`src/rtl/hex_display_scan.sv`:
```
// hex_display_scan: time-multiplexed driver for a common-anode 7-segment bank.
// Double-buffered hex value with frame-aligned update, leading-zero blanking
// and per-digit blink. All outputs come straight from flops.
module hex_display_scan #(
  parameter int NUM_DIGITS   = 6,
  parameter int SCAN_DIV     = 50000,
  parameter int BLINK_FRAMES = 64,
  localparam int IW = (NUM_DIGITS > 1) ? $clog2(NUM_DIGITS) : 1
) (
  input  logic                    clk,
  input  logic                    reset_n,
  input  logic                    load,
  input  logic [4*NUM_DIGITS-1:0] value,
  input  logic [NUM_DIGITS-1:0]   dp,
  input  logic [NUM_DIGITS-1:0]   blink_mask,
  input  logic                    lz_blank,
  output logic [7:0]              hex_seg,
  output logic [NUM_DIGITS-1:0]   hex_an,
  output logic [IW-1:0]           digit_idx,
  output logic                    frame_done,
  output logic                    pending
);

  localparam int PW = $clog2(SCAN_DIV);
  localparam int FW = (BLINK_FRAMES > 1) ? $clog2(BLINK_FRAMES) : 1;
  localparam int VW = 4 * NUM_DIGITS;

  logic [PW-1:0]         presc_reg;
  logic [VW-1:0]         shadow_value_reg;
  logic [NUM_DIGITS-1:0] shadow_dp_reg;
  logic [NUM_DIGITS-1:0] shadow_blink_reg;
  logic [VW-1:0]         disp_value_reg;
  logic [NUM_DIGITS-1:0] disp_dp_reg;
  logic [NUM_DIGITS-1:0] disp_blink_reg;
  logic [FW-1:0]         frame_cnt_reg;
  logic                  blink_phase_reg;

  logic                  slot_end;
  logic                  last_digit;
  logic [VW-1:0]         disp_value_next;
  logic [NUM_DIGITS-1:0] disp_dp_next;
  logic [NUM_DIGITS-1:0] disp_blink_next;
  logic                  blink_phase_next;
  logic [3:0]            nib [NUM_DIGITS];
  logic [NUM_DIGITS-1:0] lz_mask;
  logic                  zero_run;
  logic [7:0]            seg_next;
  logic [NUM_DIGITS-1:0] an_next;

  // Active-low glyph table for one hex nibble (segments g..a)
  function automatic logic [6:0] glyph(input logic [3:0] n);
    case (n)
      4'h0: glyph = 7'b1000000;
      4'h1: glyph = 7'b1111001;
      4'h2: glyph = 7'b0100100;
      4'h3: glyph = 7'b0110000;
      4'h4: glyph = 7'b0011001;
      4'h5: glyph = 7'b0010010;
      4'h6: glyph = 7'b0000010;
      4'h7: glyph = 7'b1111000;
      4'h8: glyph = 7'b0000000;
      4'h9: glyph = 7'b0010000;
      4'hA: glyph = 7'b0001000;
      4'hB: glyph = 7'b0000011;
      4'hC: glyph = 7'b1000110;
      4'hD: glyph = 7'b0100001;
      4'hE: glyph = 7'b0000110;
      4'hF: glyph = 7'b0001110;
    endcase
  endfunction

  assign slot_end   = (presc_reg == PW'(SCAN_DIV - 1));
  assign last_digit = (digit_idx == IW'(NUM_DIGITS - 1));

  // Scan timing: prescaler, digit counter and the frame-wrap pulse
  always_ff @(posedge clk or negedge reset_n) begin
    if (!reset_n) begin
      presc_reg  <= '0;
      digit_idx  <= '0;
      frame_done <= 1'b0;
    end else begin
      frame_done <= slot_end && last_digit;
      if (slot_end) begin
        presc_reg <= '0;
        digit_idx <= last_digit ? '0 : digit_idx + IW'(1);
      end else begin
        presc_reg <= presc_reg + PW'(1);
      end
    end
  end

  // Display contents that take effect this frame boundary (load bypasses the shadow)
  always_comb begin
    disp_value_next = disp_value_reg;
    disp_dp_next    = disp_dp_reg;
    disp_blink_next = disp_blink_reg;
    if (frame_done) begin
      if (load) begin
        disp_value_next = value;
        disp_dp_next    = dp;
        disp_blink_next = blink_mask;
      end else if (pending) begin
        disp_value_next = shadow_value_reg;
        disp_dp_next    = shadow_dp_reg;
        disp_blink_next = shadow_blink_reg;
      end
    end
  end

  // Shadow capture, display update and pending flag
  always_ff @(posedge clk or negedge reset_n) begin
    if (!reset_n) begin
      shadow_value_reg <= '0;
      shadow_dp_reg    <= '0;
      shadow_blink_reg <= '0;
      disp_value_reg   <= '0;
      disp_dp_reg      <= '0;
      disp_blink_reg   <= '0;
      pending          <= 1'b0;
    end else begin
      if (load) begin
        shadow_value_reg <= value;
        shadow_dp_reg    <= dp;
        shadow_blink_reg <= blink_mask;
      end
      disp_value_reg <= disp_value_next;
      disp_dp_reg    <= disp_dp_next;
      disp_blink_reg <= disp_blink_next;
      if (frame_done)
        pending <= 1'b0;
      else if (load)
        pending <= 1'b1;
    end
  end

  assign blink_phase_next = (frame_done && frame_cnt_reg == FW'(BLINK_FRAMES - 1)) ?
                            ~blink_phase_reg : blink_phase_reg;

  // Blink timebase: count frames, flip phase every BLINK_FRAMES frames
  always_ff @(posedge clk or negedge reset_n) begin
    if (!reset_n) begin
      frame_cnt_reg   <= '0;
      blink_phase_reg <= 1'b0;
    end else begin
      blink_phase_reg <= blink_phase_next;
      if (frame_done)
        frame_cnt_reg <= (frame_cnt_reg == FW'(BLINK_FRAMES - 1)) ? '0 : frame_cnt_reg + FW'(1);
    end
  end

  // Split the effective display word into per-digit nibbles
  for (genvar gi = 0; gi < NUM_DIGITS; gi++) begin : g_nib
    assign nib[gi] = disp_value_next[4*gi +: 4];
  end

  // Leading-zero mask: run of zero nibbles from the top digit, digit 0 excluded
  always_comb begin
    lz_mask  = '0;
    zero_run = 1'b1;
    for (int i = NUM_DIGITS - 1; i >= 1; i--) begin
      zero_run   = zero_run && (nib[i] == 4'h0);
      lz_mask[i] = lz_blank && zero_run;
    end
  end

  // Segment/anode pattern for the digit being scanned
  always_comb begin
    seg_next = 8'hFF;
    an_next  = '1;
    if (!(blink_phase_next && disp_blink_next[digit_idx])) begin
      an_next[digit_idx] = 1'b0;
      seg_next[7]        = ~disp_dp_next[digit_idx];
      seg_next[6:0]      = lz_mask[digit_idx] ? 7'h7F : glyph(nib[digit_idx]);
    end
  end

  // Registered pin drivers
  always_ff @(posedge clk or negedge reset_n) begin
    if (!reset_n) begin
      hex_seg <= 8'hFF;
      hex_an  <= '1;
    end else begin
      hex_seg <= seg_next;
      hex_an  <= an_next;
    end
  end

endmodule

```
`config.mk`:
```
export PLATFORM = sky130hd
export DESIGN_NAME = hex_display_scan
export DESIGN_NICKNAME = d
export VERILOG_FILES = /design/src/rtl/hex_display_scan.sv
export SDC_FILE = /design/constraint.sdc
export NUM_CORES = 1
export LEC_CHECK = 0
export BUFFER_PORTS_ARGS = -buffer_cell sky130_fd_sc_hd__buf_2
export CORE_MARGIN = 2
export CORE_UTILIZATION = 50
export DETAILED_ROUTE_END_ITERATION = 6
export HOLD_SLACK_MARGIN = 0.05
export PLACE_DENSITY = 0.74
export SKIP_LAST_GASP = 1
export SYNTH_ARGS = -nofsm -noshare
export SYNTH_HDL_FRONTEND = slang
export SYNTH_SLANG_ARGS = --single-unit
```
`constraint.sdc`:
```
create_clock -name clk -period 4 [get_ports clk]
set_clock_uncertainty 0.05 [all_clocks]
set_input_delay 0.8 -clock clk [delete_from_list [all_inputs] [get_ports clk]]
set_output_delay 0.8 -clock clk [all_outputs]
set_load 0.01 [all_outputs]
```
==> flow_summary.yaml <==
clock_network:
  ctsHoldBuffers: 0
  cts_tree: "yes"
  cts.path.max_buffers: 2
  clock_latency_ps: 510
  clk_pin_slew_ps: 50
  cts_resized: 0
  cts-root-buf: "clkbuf_8"
  clock-sinks: 114
  cts_buffers: 17
  htree_levels: 4
  post-cts-setup-buffers: 0
setup_path:
  critPathMaxFanout: 13
  max_stage_delay_ps: 600
  path_buf_inv: 2
  reg2regPathDepth: 11
  crit_top_cell: "mux2_2"
  startpoint_type: "register"
  r2r_slack_ps: 820
  slowest_stage: "dfrtp_1"
  regToRegStartpoint: "frame_done"
  crit_path_end_kind: "register"
  critical_path.top_delay_family: "compound AO/OA/AOI/OAI gates"
  cp.required_ps: 4380
  path_class: "reg -> reg"
  r2r-end: "hex_seg[3]"
  crit_path_cell_trace: "o21a_1, buf_4, mux2_2, mux2_2, a22oi_1, o22ai_1, inv_1, ha_1, mux2i_1, nand2_1, o211ai_1"
  arrival_ps: 3550
sta:
  maxSlewViolCount: 0
  setup_viol: 0
  finalHoldViolations: 0
  fin_crit_sh_pct: 79.4
  rsz0062_at_grt: "no"
  fin_tns_setup_ps: 0
  fmax_mhz: 315
  tightestPinTransition_ps: 1070
  period_minus_slack_ps: 3180
  relSlewSlack_pct: 28.4
power_and_ir_drop:
  p_leak_nw: 2.97
  p_clk_share_pct: 52.9
  p_sw_share_pct: 19.8
  p_seq_share_pct: 42.9
  p_per_area_mw_per_mm2: 453
  p_sw_mw: 0.553
  peakVddDrop_v: 0.000203
  p_int_mw: 2.25
  combinationalPowerShare_pct: 4.2
synthesis:
  syn_avg_cell_area_um2: 11.9
  syn-cell-area_mm2: 0.00515
  ys_seq_area_share_pct: 55.7
  synth_warnings: 0
  synthArstFlopShare_pct: 100
  synth-edff-count: 0
  syn_inst: 434
  ys_ff_latch: 114
  yosys.cell_types.count: 55
  synth_fp_nets: 481
  synth_flop_cell: "dfrtp_1"
min_path:
  worstHoldStart: "shadow_dp_reg[1]"
  holdPathEnd: "shadow_dp_reg[1]"
  min_path_type: "reg -> reg"
  hold_path_depth: 2
finish:
  area_growth_pct: 20.1
  n_antenna_cell: 0
  final_common_cell: "dfrtp_1"
  final_area_mm2: 0.00618
  drive_gt1_share_pct: 33.2
  final_cell_mix: "dfrtp_1 (100), nand2_1 (66), buf_2 (57)"
  final_nets: 552
placement:
  gp_congestion: 0.828
  place_area_mm2: 0.00559
  dp.final_hpwl_um: 7300
  port_buffers: 58
grt:
  grt_max_degree: 89
  grt.overflow.total: 0
  grt_pass1_wl_um: 18000
  gr-usage-all-layers_pct: 21.0
  grt_pass1_vias: 3607
  antenna_found_initial: 0
route:
  dr.pass1.iters: 5
  vias: 3465
  wl_per_cell_um: 16.5
  wirelength_um: 10800
  antenna_left: 0
  drt_iter0_markers: 199
  drcViolationCount: 0
  avgViaCountPerCell: 5.30
outcome:
  outcome: "finished clean"
die:
  dieArea_mm2: 0.0111
  initial_core_util_pct: 50.8
  die_h_um: 105
  core_mm2: 0.0101
  dieWidth_um: 105
  placementRows: 37
  io_pins: 59
flow_run:
  cap_violations: 0
## final cells by class
| type | count | area, µm² |
|---|---|---|
| Fill cell | 790 | 3960 |
| Sequential cell | 114 | 2870 |
| Multi-Input combinational cell | 279 | 2090 |
| Clock buffer | 28 | 526 |
| Timing Repair Buffer | 68 | 368 |
| Tap cell | 136 | 170 |
| Inverter | 25 | 93.8 |
| Clock inverter | 4 | 70.1 |
## synthesized netlist by cell type, drive strengths merged, types with 4 or more instances
cell,number,area (µm²)
dfrtp,100,2500
and3,6,37.5
nand2,66,248
buf,8,70.1
clkbuf,8,30.0
o21ai,19,114
xnor2,7,61.3
ha,7,87.6
nand3,13,65.1
xor2,11,96.3
inv,25,93.8
o21a,4,31.3
nor2,24,90.1
dfstp,14,368
mux2i,20,200
mux2,46,559
a2bb2oi,4,41.3
and2,4,25.0
o211ai,6,45.0
## how the worst max path moves through the flow
stage	from	endpoint	slack, ps	cells after the start
2_1_floorplan	load	hex_seg[5]	1110	10
3_5_place_dp	load	hex_seg[5]	610	12
5_1_grt	frame_done	hex_seg[3]	620	11
3_3_place_gp	load	hex_seg[5]	720	12
6_report	frame_done	hex_seg[3]	820	11
4_1_cts	frame_done	hex_seg[3]	870	11
## power by group through the flow
stage / Sequential [mW] / Clock [mW] / Combinational, mW
after floorplan: 1.22 / 0 / 0.0639
after global placement: 1.22 / 0 / 0.115
after detailed placement: 1.22 / 0 / 0.119
after CTS: 1.20 / 1.50 / 0.120
after global routing: 1.20 / 1.56 / 0.131
final: 1.20 / 1.48 / 0.118
## logic make-up (layout without fill, tap and decap cells)
kind of cell	Yosys count	count (layout)	share of synthesized area (%)
AOI/OAI and AO/OA	54	54	8.19
xor gates and xnor gates	18	18	3.06
adders and majority gates	7	7	1.70
buffers and inverters	41	125	3.77
DFF	114	114	55.7
muxes	69	69	16.1
and+or+nand+nor	131	131	11.5
## stage by stage
step / hold slack (ps) / total power [mW] / setup slack [ps] / utilization, % / cells
finish: 421 / 2.80 / 823 / 61.0 / 654
global route: 447 / 2.89 / 618 / 61.0 / 654
CTS: 423 / 2.82 / 870 / 61.0 / 654
detailed placement: 410 / 1.34 / 614 / 55.1 / 622
global placement: 404 / 1.33 / 722 / 55.1 / 622
floorplan: 386 / 1.28 / 1110 / - / 434
## per-layer routing
metal / part of all wire, % / GRT usage, % / vias to the layer above
li1: - / - / 1633
met3: 3.6 / 5.26 / 21
met4: 2.3 / 8.65 / 0
met2: 48 / 33.0 / 81
met1: 47 / 28.1 / 1730
met5: 0 / 0 / -
## worst min-delay path: stages, from the launching register on
cell     delay, ps
dfrtp_1        320
mux2i_1         70
inv_1           50
Note: power is estimated with default switching activity, not from simulation.
